## src/rtl/multicore_completion_monitor.sv

```systemverilog
// Per-core program-completion monitor for an N-core processor array.
// Each core gets an independent IDLE/RUN/DRAIN/DONE tracker. The tracker counts
// RUN cycles until the core's PC hits its finish address, waits for the pipeline
// to drain, then compares the selected result register against the expected
// value. A shared start pulse arms every core, but only while no core is busy.

module mcm_core #(
    parameter int ADDRESS_BITS   = 32,
    parameter int DATA_WIDTH     = 32,
    parameter int CYCLE_BITS     = 32,
    parameter int DRAIN_CYCLES   = 50,
    parameter int TIMEOUT_CYCLES = 1000
) (
    input  logic                    clock_i,
    input  logic                    reset_i,
    input  logic                    start_i,        // already qualified by !busy
    input  logic [ADDRESS_BITS-1:0] pc_i,
    input  logic [ADDRESS_BITS-1:0] finish_pc_i,
    input  logic [DATA_WIDTH-1:0]   check_value_i,
    input  logic [DATA_WIDTH-1:0]   expected_value_i,
    output logic [CYCLE_BITS-1:0]   cycles_o,
    output logic                    done_o,
    output logic                    pass_o,
    output logic                    timeout_o,
    output logic                    active_o
);
    localparam logic [1:0] S_IDLE  = 2'd0;
    localparam logic [1:0] S_RUN   = 2'd1;
    localparam logic [1:0] S_DRAIN = 2'd2;
    localparam logic [1:0] S_DONE  = 2'd3;

    // Drain counter only needs to hold DRAIN_CYCLES-1.
    localparam int DRW = (DRAIN_CYCLES > 1) ? $clog2(DRAIN_CYCLES) : 1;
    localparam logic [DRW-1:0] DRAIN_LOAD = DRW'((DRAIN_CYCLES > 0) ? DRAIN_CYCLES - 1 : 0);

    localparam logic [CYCLE_BITS-1:0] CYC_MAX = '1;
    // Timeout is only meaningful when the final count fits in the counter.
    localparam bit TO_EN = (TIMEOUT_CYCLES > 0) &&
                           (64'(TIMEOUT_CYCLES) < (64'd1 << CYCLE_BITS));
    localparam logic [CYCLE_BITS-1:0] TO_LAST  = CYCLE_BITS'(TO_EN ? TIMEOUT_CYCLES - 1 : 0);
    localparam logic [CYCLE_BITS-1:0] TO_FINAL = CYCLE_BITS'(TO_EN ? TIMEOUT_CYCLES : 0);

    logic [1:0]            state_q, state_d;
    logic [CYCLE_BITS-1:0] cycles_q, cycles_d;
    logic [DRW-1:0]        drain_q, drain_d;
    logic                  done_q, done_d;
    logic                  pass_q, pass_d;
    logic                  timeout_q, timeout_d;
    logic                  match;

    assign match = (pc_i == finish_pc_i);

    // Next-state: arm on start, count/match/timeout in RUN, count down in DRAIN.
    always_comb begin
        state_d   = state_q;
        cycles_d  = cycles_q;
        drain_d   = drain_q;
        done_d    = done_q;
        pass_d    = pass_q;
        timeout_d = timeout_q;
        case (state_q)
            S_IDLE, S_DONE: begin
                if (start_i) begin
                    state_d   = S_RUN;
                    cycles_d  = '0;
                    done_d    = 1'b0;
                    pass_d    = 1'b0;
                    timeout_d = 1'b0;
                end
            end
            S_RUN: begin
                if (match) begin
                    // cycles freezes at its current value on the match cycle
                    if (DRAIN_CYCLES == 0) begin
                        state_d = S_DONE;
                        done_d  = 1'b1;
                        pass_d  = (check_value_i == expected_value_i);
                    end else begin
                        state_d = S_DRAIN;
                        drain_d = DRAIN_LOAD;
                    end
                end else if (TO_EN && (cycles_q == TO_LAST)) begin
                    state_d   = S_DONE;
                    done_d    = 1'b1;
                    timeout_d = 1'b1;
                    pass_d    = 1'b0;
                    cycles_d  = TO_FINAL;
                end else if (cycles_q != CYC_MAX) begin
                    cycles_d = cycles_q + CYCLE_BITS'(1);
                end
            end
            S_DRAIN: begin
                // pc is ignored here; the result is sampled when the count hits 0
                if (drain_q == '0) begin
                    state_d = S_DONE;
                    done_d  = 1'b1;
                    pass_d  = (check_value_i == expected_value_i);
                end else begin
                    drain_d = drain_q - DRW'(1);
                end
            end
            default: state_d = S_IDLE;
        endcase
    end

    // State registers; reset discards any in-flight run without sampling.
    always_ff @(posedge clock_i) begin
        if (reset_i) begin
            state_q   <= S_IDLE;
            cycles_q  <= '0;
            drain_q   <= '0;
            done_q    <= 1'b0;
            pass_q    <= 1'b0;
            timeout_q <= 1'b0;
        end else begin
            state_q   <= state_d;
            cycles_q  <= cycles_d;
            drain_q   <= drain_d;
            done_q    <= done_d;
            pass_q    <= pass_d;
            timeout_q <= timeout_d;
        end
    end

    assign cycles_o  = cycles_q;
    assign done_o    = done_q;
    assign pass_o    = pass_q;
    assign timeout_o = timeout_q;
    assign active_o  = (state_q == S_RUN) || (state_q == S_DRAIN);
endmodule

module multicore_completion_monitor #(
    parameter int NUM_CORES      = 2,
    parameter int ADDRESS_BITS   = 32,
    parameter int DATA_WIDTH     = 32,
    parameter int CYCLE_BITS     = 32,
    parameter int DRAIN_CYCLES   = 50,
    parameter int TIMEOUT_CYCLES = 1000
) (
    input  logic                              clock_i,
    input  logic                              reset_i,
    input  logic                              start_i,
    input  logic [NUM_CORES*ADDRESS_BITS-1:0] pc_i,
    input  logic [NUM_CORES*ADDRESS_BITS-1:0] finish_pc_i,
    input  logic [NUM_CORES*DATA_WIDTH-1:0]   check_value_i,
    input  logic [NUM_CORES*DATA_WIDTH-1:0]   expected_value_i,
    output logic [NUM_CORES*CYCLE_BITS-1:0]   cycles_o,
    output logic [NUM_CORES-1:0]              core_done_o,
    output logic [NUM_CORES-1:0]              core_pass_o,
    output logic [NUM_CORES-1:0]              core_timeout_o,
    output logic                              busy_o,
    output logic                              all_done_o,
    output logic                              all_pass_o
);
    logic [NUM_CORES-1:0] active;
    logic                 start_ok;

    // A start while any core is still running or draining is dropped.
    assign start_ok = start_i & ~busy_o;

    for (genvar g = 0; g < NUM_CORES; g++) begin : g_core
        mcm_core #(
            .ADDRESS_BITS  (ADDRESS_BITS),
            .DATA_WIDTH    (DATA_WIDTH),
            .CYCLE_BITS    (CYCLE_BITS),
            .DRAIN_CYCLES  (DRAIN_CYCLES),
            .TIMEOUT_CYCLES(TIMEOUT_CYCLES)
        ) u_core (
            .clock_i         (clock_i),
            .reset_i         (reset_i),
            .start_i         (start_ok),
            .pc_i            (pc_i[g*ADDRESS_BITS +: ADDRESS_BITS]),
            .finish_pc_i     (finish_pc_i[g*ADDRESS_BITS +: ADDRESS_BITS]),
            .check_value_i   (check_value_i[g*DATA_WIDTH +: DATA_WIDTH]),
            .expected_value_i(expected_value_i[g*DATA_WIDTH +: DATA_WIDTH]),
            .cycles_o        (cycles_o[g*CYCLE_BITS +: CYCLE_BITS]),
            .done_o          (core_done_o[g]),
            .pass_o          (core_pass_o[g]),
            .timeout_o       (core_timeout_o[g]),
            .active_o        (active[g])
        );
    end

    assign busy_o     = |active;
    assign all_done_o = &core_done_o;
    assign all_pass_o = all_done_o & (&core_pass_o);
endmodule

```

## config.mk

```make
export PLATFORM = sky130hd
export DESIGN_NAME = multicore_completion_monitor
export DESIGN_NICKNAME = d
export VERILOG_FILES = /design/src/rtl/multicore_completion_monitor.sv
export SDC_FILE = /design/constraint.sdc
export NUM_CORES = 1
export LEC_CHECK = 0
export ABC_AREA = 1
export CAP_MARGIN = 40
export CORE_MARGIN = 3
export CORE_UTILIZATION = 28
export CTS_CLUSTER_SIZE = 8
export DETAILED_ROUTE_END_ITERATION = 6
export HOLD_SLACK_MARGIN = 0.03
export REMOVE_ABC_BUFFERS = 1
export SLEW_MARGIN = 20
export SYNTH_ARGS = -nofsm -noshare
export SYNTH_HDL_FRONTEND = slang
export SYNTH_SLANG_ARGS = --single-unit
```

## constraint.sdc

```tcl
create_clock -name clock_i -period 3.07 [get_ports clock_i]
set_input_delay 0.307 -clock clock_i [delete_from_list [all_inputs] [get_ports clock_i]]
set_output_delay 0.307 -clock clock_i [all_outputs]
set_load 0.01 [all_outputs]
```

# Word-level counts from Yosys, hierarchy flattened
# Index checks and enable logic that the tools add are counted.
[word_totals]
reg_bits = 86
latch_bits = 0
ramBits = 0
rom_bits = 0
in_bits = 259
output_inout_bits = 73
elab_cells = 117
mem_count = 0
[classes]
add_sub_neg = 4
multipliers = 0
div = 0
magnitude_cmp = 0
n_eq_ne = 30
n_shift = 0
muxes = 43
bitwise_logic = 3
n_reduce_logical = 25
[ops]
columns = ["operator", "count"]
rows = [
  ["32-bit two-way mux", 7],
  ["32-bit == test", 4],
  ["32-bit one-hot mux with 2 select lines", 2],
  ["32-bit by 1-bit adder with 32-bit output (second input constant)", 2],
  ["32-bit by 10-bit == test with 1-bit output (second input constant)", 2],
  ["32-bit inequality test (second input constant)", 2],
  ["6-bit two-way mux", 4],
  ["6-bit one-hot mux with 2 select lines", 2],
  ["4-bit AND reduction", 6],
  ["2-bit two-way mux", 7],
  ["2-bit by 1-bit inequality test with 1-bit output (second input constant)", 7],
  ["1-bit two-way mux", 13],
  ["6-bit zero test", 2],
  ["3-bit by 1-bit inequality test with 1-bit output (second input constant)", 4],
  ["1-bit one-hot mux with 3 select lines", 4],
  ["2-bit one-hot mux with 3 select lines", 2],
  ["3-bit AND reduction", 4],
  ["6-bit by 1-bit subtractor with 6-bit output (second input constant)", 2],
  ["2-bit inequality test (second input constant)", 5],
  ["2-bit == test (second input constant)", 4],
  ["2-bit nonzero test", 4],
  ["2-bit OR reduction", 3],
  ["2-bit by 1-bit == test with 1-bit output (second input constant)", 2],
  ["2-bit zero test", 2],
  ["other kinds (5)", 9],
]

# Logic depth before layout (Yosys ltp)
[depth]
word_depth = 7
mapped_depth = 14

# Modules after synthesis
# Synthesis repeated with hierarchy kept, for this count alone.
[unflattened]
hier_cells = 1527
hier_area_um2 = 8403.1
[modules_own_cells]
columns = ["module", "instances", "cells_each", "area_each_um2", "seq_area_each_um2"]
rows = [
  ["mcm_core (g_core[1].u_core)", 1, 758, 4216.5, 860.8],
  ["mcm_core (g_core[0].u_core)", 1, 760, 4147.7, 860.8],
  ["multicore_completion_monitor", 1, 9, 38.8, 0.0],
]

# Worst setup path before layout
# Ideal clock, no wire load.
[synth_timing]
path_type = "register to register"
start = "reg g_core[1].u_core.cycles_q[0]"
end = "reg g_core[1].u_core.cycles_q[14]"
arrival_time_ns = 1.846
path_slack_ns = 1.091
path_stages_with_launch = 12
period_less_slack_ns = 1.979
cell_sequence = "dfxtp_1 -> ha_1 -> nand2_2 -> nor2_4 -> nand2_2 -> nor2_2 -> nor3b_2 -> nand2_2 -> buf_4 -> buf_6 -> nand4_1 -> a21oi_1"
[synth_via]
elab_chain_cells = 5
[synth_rtl]
columns = ["item", "line_no", "text"]
rows = [
  ["start: declaration", "44", "logic [CYCLE_BITS-1:0] cycles_q, cycles_d;"],
  ["start signal: assignment", "117", "cycles_q <= cycles_d;"],
  ["32-bit by 1-bit adder with 32-bit output", "89", "cycles_d = cycles_q + CYCLE_BITS'(1);"],
  ["32-bit two-way mux", "88", "end else if (cycles_q != CYC_MAX) begin"],
  ["32-bit two-way mux", "82", "end else if (TO_EN && (cycles_q == TO_LAST)) begin"],
  ["32-bit two-way mux", "72", "if (match) begin"],
  ["32-bit one-hot mux with 2 select lines", "61", "case (state_q)"],
]
# Several ways; a longest one is shown, not always the timed one. The select of a mux whose other input is x is not followed.
# A chain may end at the register's enable or synchronous reset.

# Worst setup path in the final report
[layout_timing]
start = "reg g_core[1].u_core.state_q[0]"
end = "reg g_core[1].u_core.cycles_q[1]"
[layout_via]
elab_chain_cells = 7
[layout_rtl]
columns = ["item", "line_no", "text"]
rows = [
  ["start: declaration", "43", "logic [1:0] state_q, state_d;"],
  ["start signal: assignment", "116", "state_q <= state_d;"],
  ["2-bit by 1-bit == test with 1-bit output / 2-bit == test (equally long branches)", "61, 129", ""],
  ["1-bit logical OR", "129", "assign active_o = (state_q == S_RUN) || (state_q == S_DRAIN);"],
  ["2-bit OR reduction", "184", "assign busy_o = |active;"],
  ["1-bit inverter", "159", "assign start_ok = start_i & ~busy_o;"],
  ["1-bit AND", "159", ""],
  ["2-bit inequality test (no line)", "n/a", ""],
  ["4-bit AND reduction (no line)", "n/a", ""],
]
# Several ways; a longest one is shown, not always the timed one.

==> results_dict.tcl <==
set metrics [dict create \
    run_status "finished, final reports clean" \
    detailroute.via_count 10000 \
    worstHoldStart "g_core[0].u_core.timeout_o" \
    unrepaired_setup_endpoints_after_global_routing "false" \
    synthDistinctLibCells 33 \
    drtAntennaViolNets 0 \
    worst_setup_path_end_kind "flop" \
    io_buffers 331 \
    design.die.area_sq_um 31300 \
    dpl-instance-area_sq_um 11800 \
    synth-seq-cells 86 \
    floorplan.initialDensity 0.289 \
    antenna-diode-count 0 \
    cp.required_ps 3310 \
    synthesis.area_sq_um 8190 \
    irDropWorstVdd_mv 0.309 \
    post_layout_cell_count 2145 \
    timing.critical_path.fanout_max 35 \
    final.fill_count 3003 \
    multiInputGateArea_sq_um 5450 \
    cap_violations 0 \
    tritoncts "built" \
    setup.worst_path.start_class "flop" \
    place.detailed.hpwl_um 24500 \
    slew_violations 0 \
    drc_viols 0 \
    pwr-share-comb 0.561 \
    finish.instance_area_sq_um 12100 \
    clock_skew_ps 6.96 \
    pwr_density_cell_nw_per_um2 556 \
    finalNetCount 2031 \
    number_of_antenna_violations_at_the_first_check_in_global_routing 0 \
    avgSynthCellArea_sq_um 5.63 \
    first_global_vias 9480 \
    postSynthCellCount 1454 \
    path_type_of_the_worst_setup_path "flop to flop" \
    setup-tns-final_ps 0 \
    fraction_of_the_cycle_the_final_worst_path_needs 0.834 \
    power_frac_seq 0.284 \
    clock-sinks 86 \
    pwr_total_uw 6710 \
    wire_per_inst_um 14.3 \
    number_of_levels_in_the_clock_h_tree 3 \
    p_int_uw 3620 \
    detail_route.first_pass.iterations 5 \
    ioPinCount 332 \
    finalHoldViolations 0 \
    grt_use_total 0.188 \
    power.static_leakage_uw 0.00486 \
    critical_path_arrival_ps 2800 \
    gp_routability_congestion 0.970 \
    tightestPinTransition_ps 842 \
    area_growth_syn_to_layout_pct 47.4 \
    cts.clk_slew.worst_paths_ps 60 \
    drive_gt1_frac 0.0334 \
    power.switching_fraction 0.460 \
    startpoint "g_core[1].u_core.state_q[0]" \
    grt_pass1_wl_um 48200 \
    p_clk_frac 0.155 \
    total_area_of_sequential_cells_sq_um 1720 \
    cts-root-buf "sky130_fd_sc_hd__clkbuf_16" \
    max_freq_mhz 390 \
    min_path_type "flop to flop" \
    core_area_sq_um 28300 \
    ys_seq_area_frac 0.210 \
    grt_max_degree 36 \
    placedCellCount 2129 \
    final_period_minus_worst_setup_slack_ps 2560 \
    vias_per_cell 4.67 \
    drt_first_iter_violations 647 \
    clockBufferDepth 2 \
    cts-hold-fix-buffers 0 \
    drt_wl_total_um 30600 \
    max-slew-margin-rel 0.439 \
    finish.utilization 0.426 \
    clk-insertion-delay-late_ps 350 \
    switching_pwr_uw 3090 \
    critical_path.reg2reg.startpoint "g_core[1].u_core.state_q[0]" \
    cts_setup_buffers 0 \
    setup_violations 0 \
    die_width_um 177 \
    num_rows 61 \
    postCtsResizedCells 0 \
    ys_warn_count 0 \
    die_height_um 177 \
    numCtsBuffers 9 \
    grt_overflow 0 \
]
[placed cells by master, fill, tap and decap left out]
cell type / count
sky130_fd_sc_hd__nor3b_2: 2
sky130_fd_sc_hd__buf_4: 11
sky130_fd_sc_hd__nor4b_1: 1
sky130_fd_sc_hd__o21bai_1: 1
sky130_fd_sc_hd__a22o_1: 1
sky130_fd_sc_hd__clkbuf_16: 9
sky130_fd_sc_hd__clkdlybuf4s50_1: 331
sky130_fd_sc_hd__or2_2: 10
sky130_fd_sc_hd__a21oi_1: 44
sky130_fd_sc_hd__clkbuf_1: 2
sky130_fd_sc_hd__nand3_1: 93
sky130_fd_sc_hd__o2111ai_1: 2
sky130_fd_sc_hd__nor2_1: 230
sky130_fd_sc_hd__o21ai_0: 21
sky130_fd_sc_hd__nor2_4: 3
sky130_fd_sc_hd__inv_1: 197
sky130_fd_sc_hd__nand4_1: 86
sky130_fd_sc_hd__o22ai_1: 4
sky130_fd_sc_hd__inv_2: 2
sky130_fd_sc_hd__nor2b_1: 2
sky130_fd_sc_hd__ha_1: 10
sky130_fd_sc_hd__o21ai_2: 2
sky130_fd_sc_hd__nand3_4: 2
sky130_fd_sc_hd__xor2_1: 30
sky130_fd_sc_hd__clkinv_2: 3
sky130_fd_sc_hd__clkinvlp_4: 1
sky130_fd_sc_hd__xnor2_1: 73
sky130_fd_sc_hd__clkbuf_8: 1
sky130_fd_sc_hd__nor2_2: 5
sky130_fd_sc_hd__and3_1: 1
sky130_fd_sc_hd__o211ai_1: 5
sky130_fd_sc_hd__clkinv_1: 4
sky130_fd_sc_hd__dfxtp_1: 86
sky130_fd_sc_hd__nand2_1: 460
sky130_fd_sc_hd__nand2_2: 8
sky130_fd_sc_hd__nor3_1: 24
[state kept, by name (all words and copies together) (netlist names)]
name / count
g_core.u_core.state_q: 4
g_core.u_core.pass_o: 2
g_core.u_core.done_o: 2
g_core.u_core.drain_q: 12
g_core.u_core.timeout_o: 2
g_core.u_core.cycles_o: 64
[path summary, 6_finish.rpt]
check	cells past startpoint	slack, ps	to
max	6	510	g_core[1].u_core.cycles_o[1]
min	2	460	g_core[0].u_core.timeout_o
max reg2reg	6	510	g_core[1].u_core.cycles_o[1]
min reg2reg	2	460	g_core[0].u_core.timeout_o
[routing by layer]
metal	up-vias	global-route usage	wire length (um)
met5	-	0	0
met3	40	0.0283	2430
met2	395	0.329	14100
met4	0	0.0606	726
met1	4402	0.236	13300
li1	5171	-	-
[power by group through the flow]
stage / logic, uW / registers, uW / clock network [uW]
after detailed placement: 3760 / 1920 / 0
after global placement: 3710 / 1920 / 0
after floorplan: 2150 / 1870 / 0
after global routing: 4250 / 1950 / 1100
after CTS: 3780 / 1900 / 1050
final: 3770 / 1910 / 1040
[critical path, stage by stage, from the launching register on]
cell	delay, ps
sky130_fd_sc_hd__dfxtp_1	360
sky130_fd_sc_hd__ha_1	170
sky130_fd_sc_hd__inv_1	260
sky130_fd_sc_hd__o21ai_2	770
sky130_fd_sc_hd__nand3_4	530
sky130_fd_sc_hd__a21oi_1	270
sky130_fd_sc_hd__nor2_1	60
[cell type report]
class / instances / area share
timing repair buffer: 342 / 0.281
clock inverter: 4 / 0.00187
sequential: 86 / 0.143
clock buffer: 12 / 0.0204
tap: 378 / 0.0392
multi-input combinational: 1120 / 0.451
inverter: 203 / 0.0631
[cells in the mapped netlist]
master / instances / share of area
sky130_fd_sc_hd__nand2_1: 460 / 0.21
sky130_fd_sc_hd__nor2_1: 230 / 0.11
sky130_fd_sc_hd__inv_1: 197 / 0.090
sky130_fd_sc_hd__nand3_1: 93 / 0.057
sky130_fd_sc_hd__dfxtp_1: 86 / 0.21
sky130_fd_sc_hd__nand4_1: 86 / 0.066
sky130_fd_sc_hd__xnor2_1: 73 / 0.078
sky130_fd_sc_hd__a21oi_1: 44 / 0.027
sky130_fd_sc_hd__xor2_1: 30 / 0.032
sky130_fd_sc_hd__nor3_1: 24 / 0.015
sky130_fd_sc_hd__clkbuf_1: 23 / 0.011
sky130_fd_sc_hd__o21ai_0: 21 / 0.013
sky130_fd_sc_hd__ha_1: 10 / 0.015
sky130_fd_sc_hd__or2_2: 10 / 0.0076
sky130_fd_sc_hd__buf_4: 8 / 0.0073
sky130_fd_sc_hd__buf_6: 8 / 0.011
sky130_fd_sc_hd__nand2_2: 8 / 0.0061
sky130_fd_sc_hd__buf_2: 6 / 0.0037
sky130_fd_sc_hd__nor2_2: 5 / 0.0038
sky130_fd_sc_hd__o211ai_1: 5 / 0.0046
sky130_fd_sc_hd__clkinv_1: 4 / 0.0018
sky130_fd_sc_hd__o22ai_1: 4 / 0.0031
sky130_fd_sc_hd__nor2_4: 3 / 0.0041
sky130_fd_sc_hd__inv_2: 2 / 0.00092
sky130_fd_sc_hd__nand3_4: 2 / 0.0043
sky130_fd_sc_hd__nor2b_1: 2 / 0.0015
sky130_fd_sc_hd__nor3b_2: 2 / 0.0031
sky130_fd_sc_hd__o2111ai_1: 2 / 0.0021
sky130_fd_sc_hd__o21ai_1: 2 / 0.0012
sky130_fd_sc_hd__a22o_1: 1 / 0.0011
sky130_fd_sc_hd__and3_1: 1 / 0.00076
sky130_fd_sc_hd__nor4b_1: 1 / 0.0011
sky130_fd_sc_hd__o21bai_1: 1 / 0.00092
[logic make-up after synthesis]
group,after synthesis,share of synthesized area
AO/OA/AOI/OAI,80,0.0527
XOR/XNOR,103,0.110
adder cells (fa/ha/maj),10,0.0153
buffers and inverters,248,0.126
flip-flops,86,0.210
AND/OR/NAND/NOR,927,0.486
[per-stage QoR]
step | worst slack [ps] | hold slack [ps]
floorplan | -99.6 | 376
global placement | 568 | 444
detailed placement | 530 | 454
CTS | 514 | 464
global route | 241 | 493
finish | 509 | 464
No activity file was read; power rests on OpenSTA's default activity.
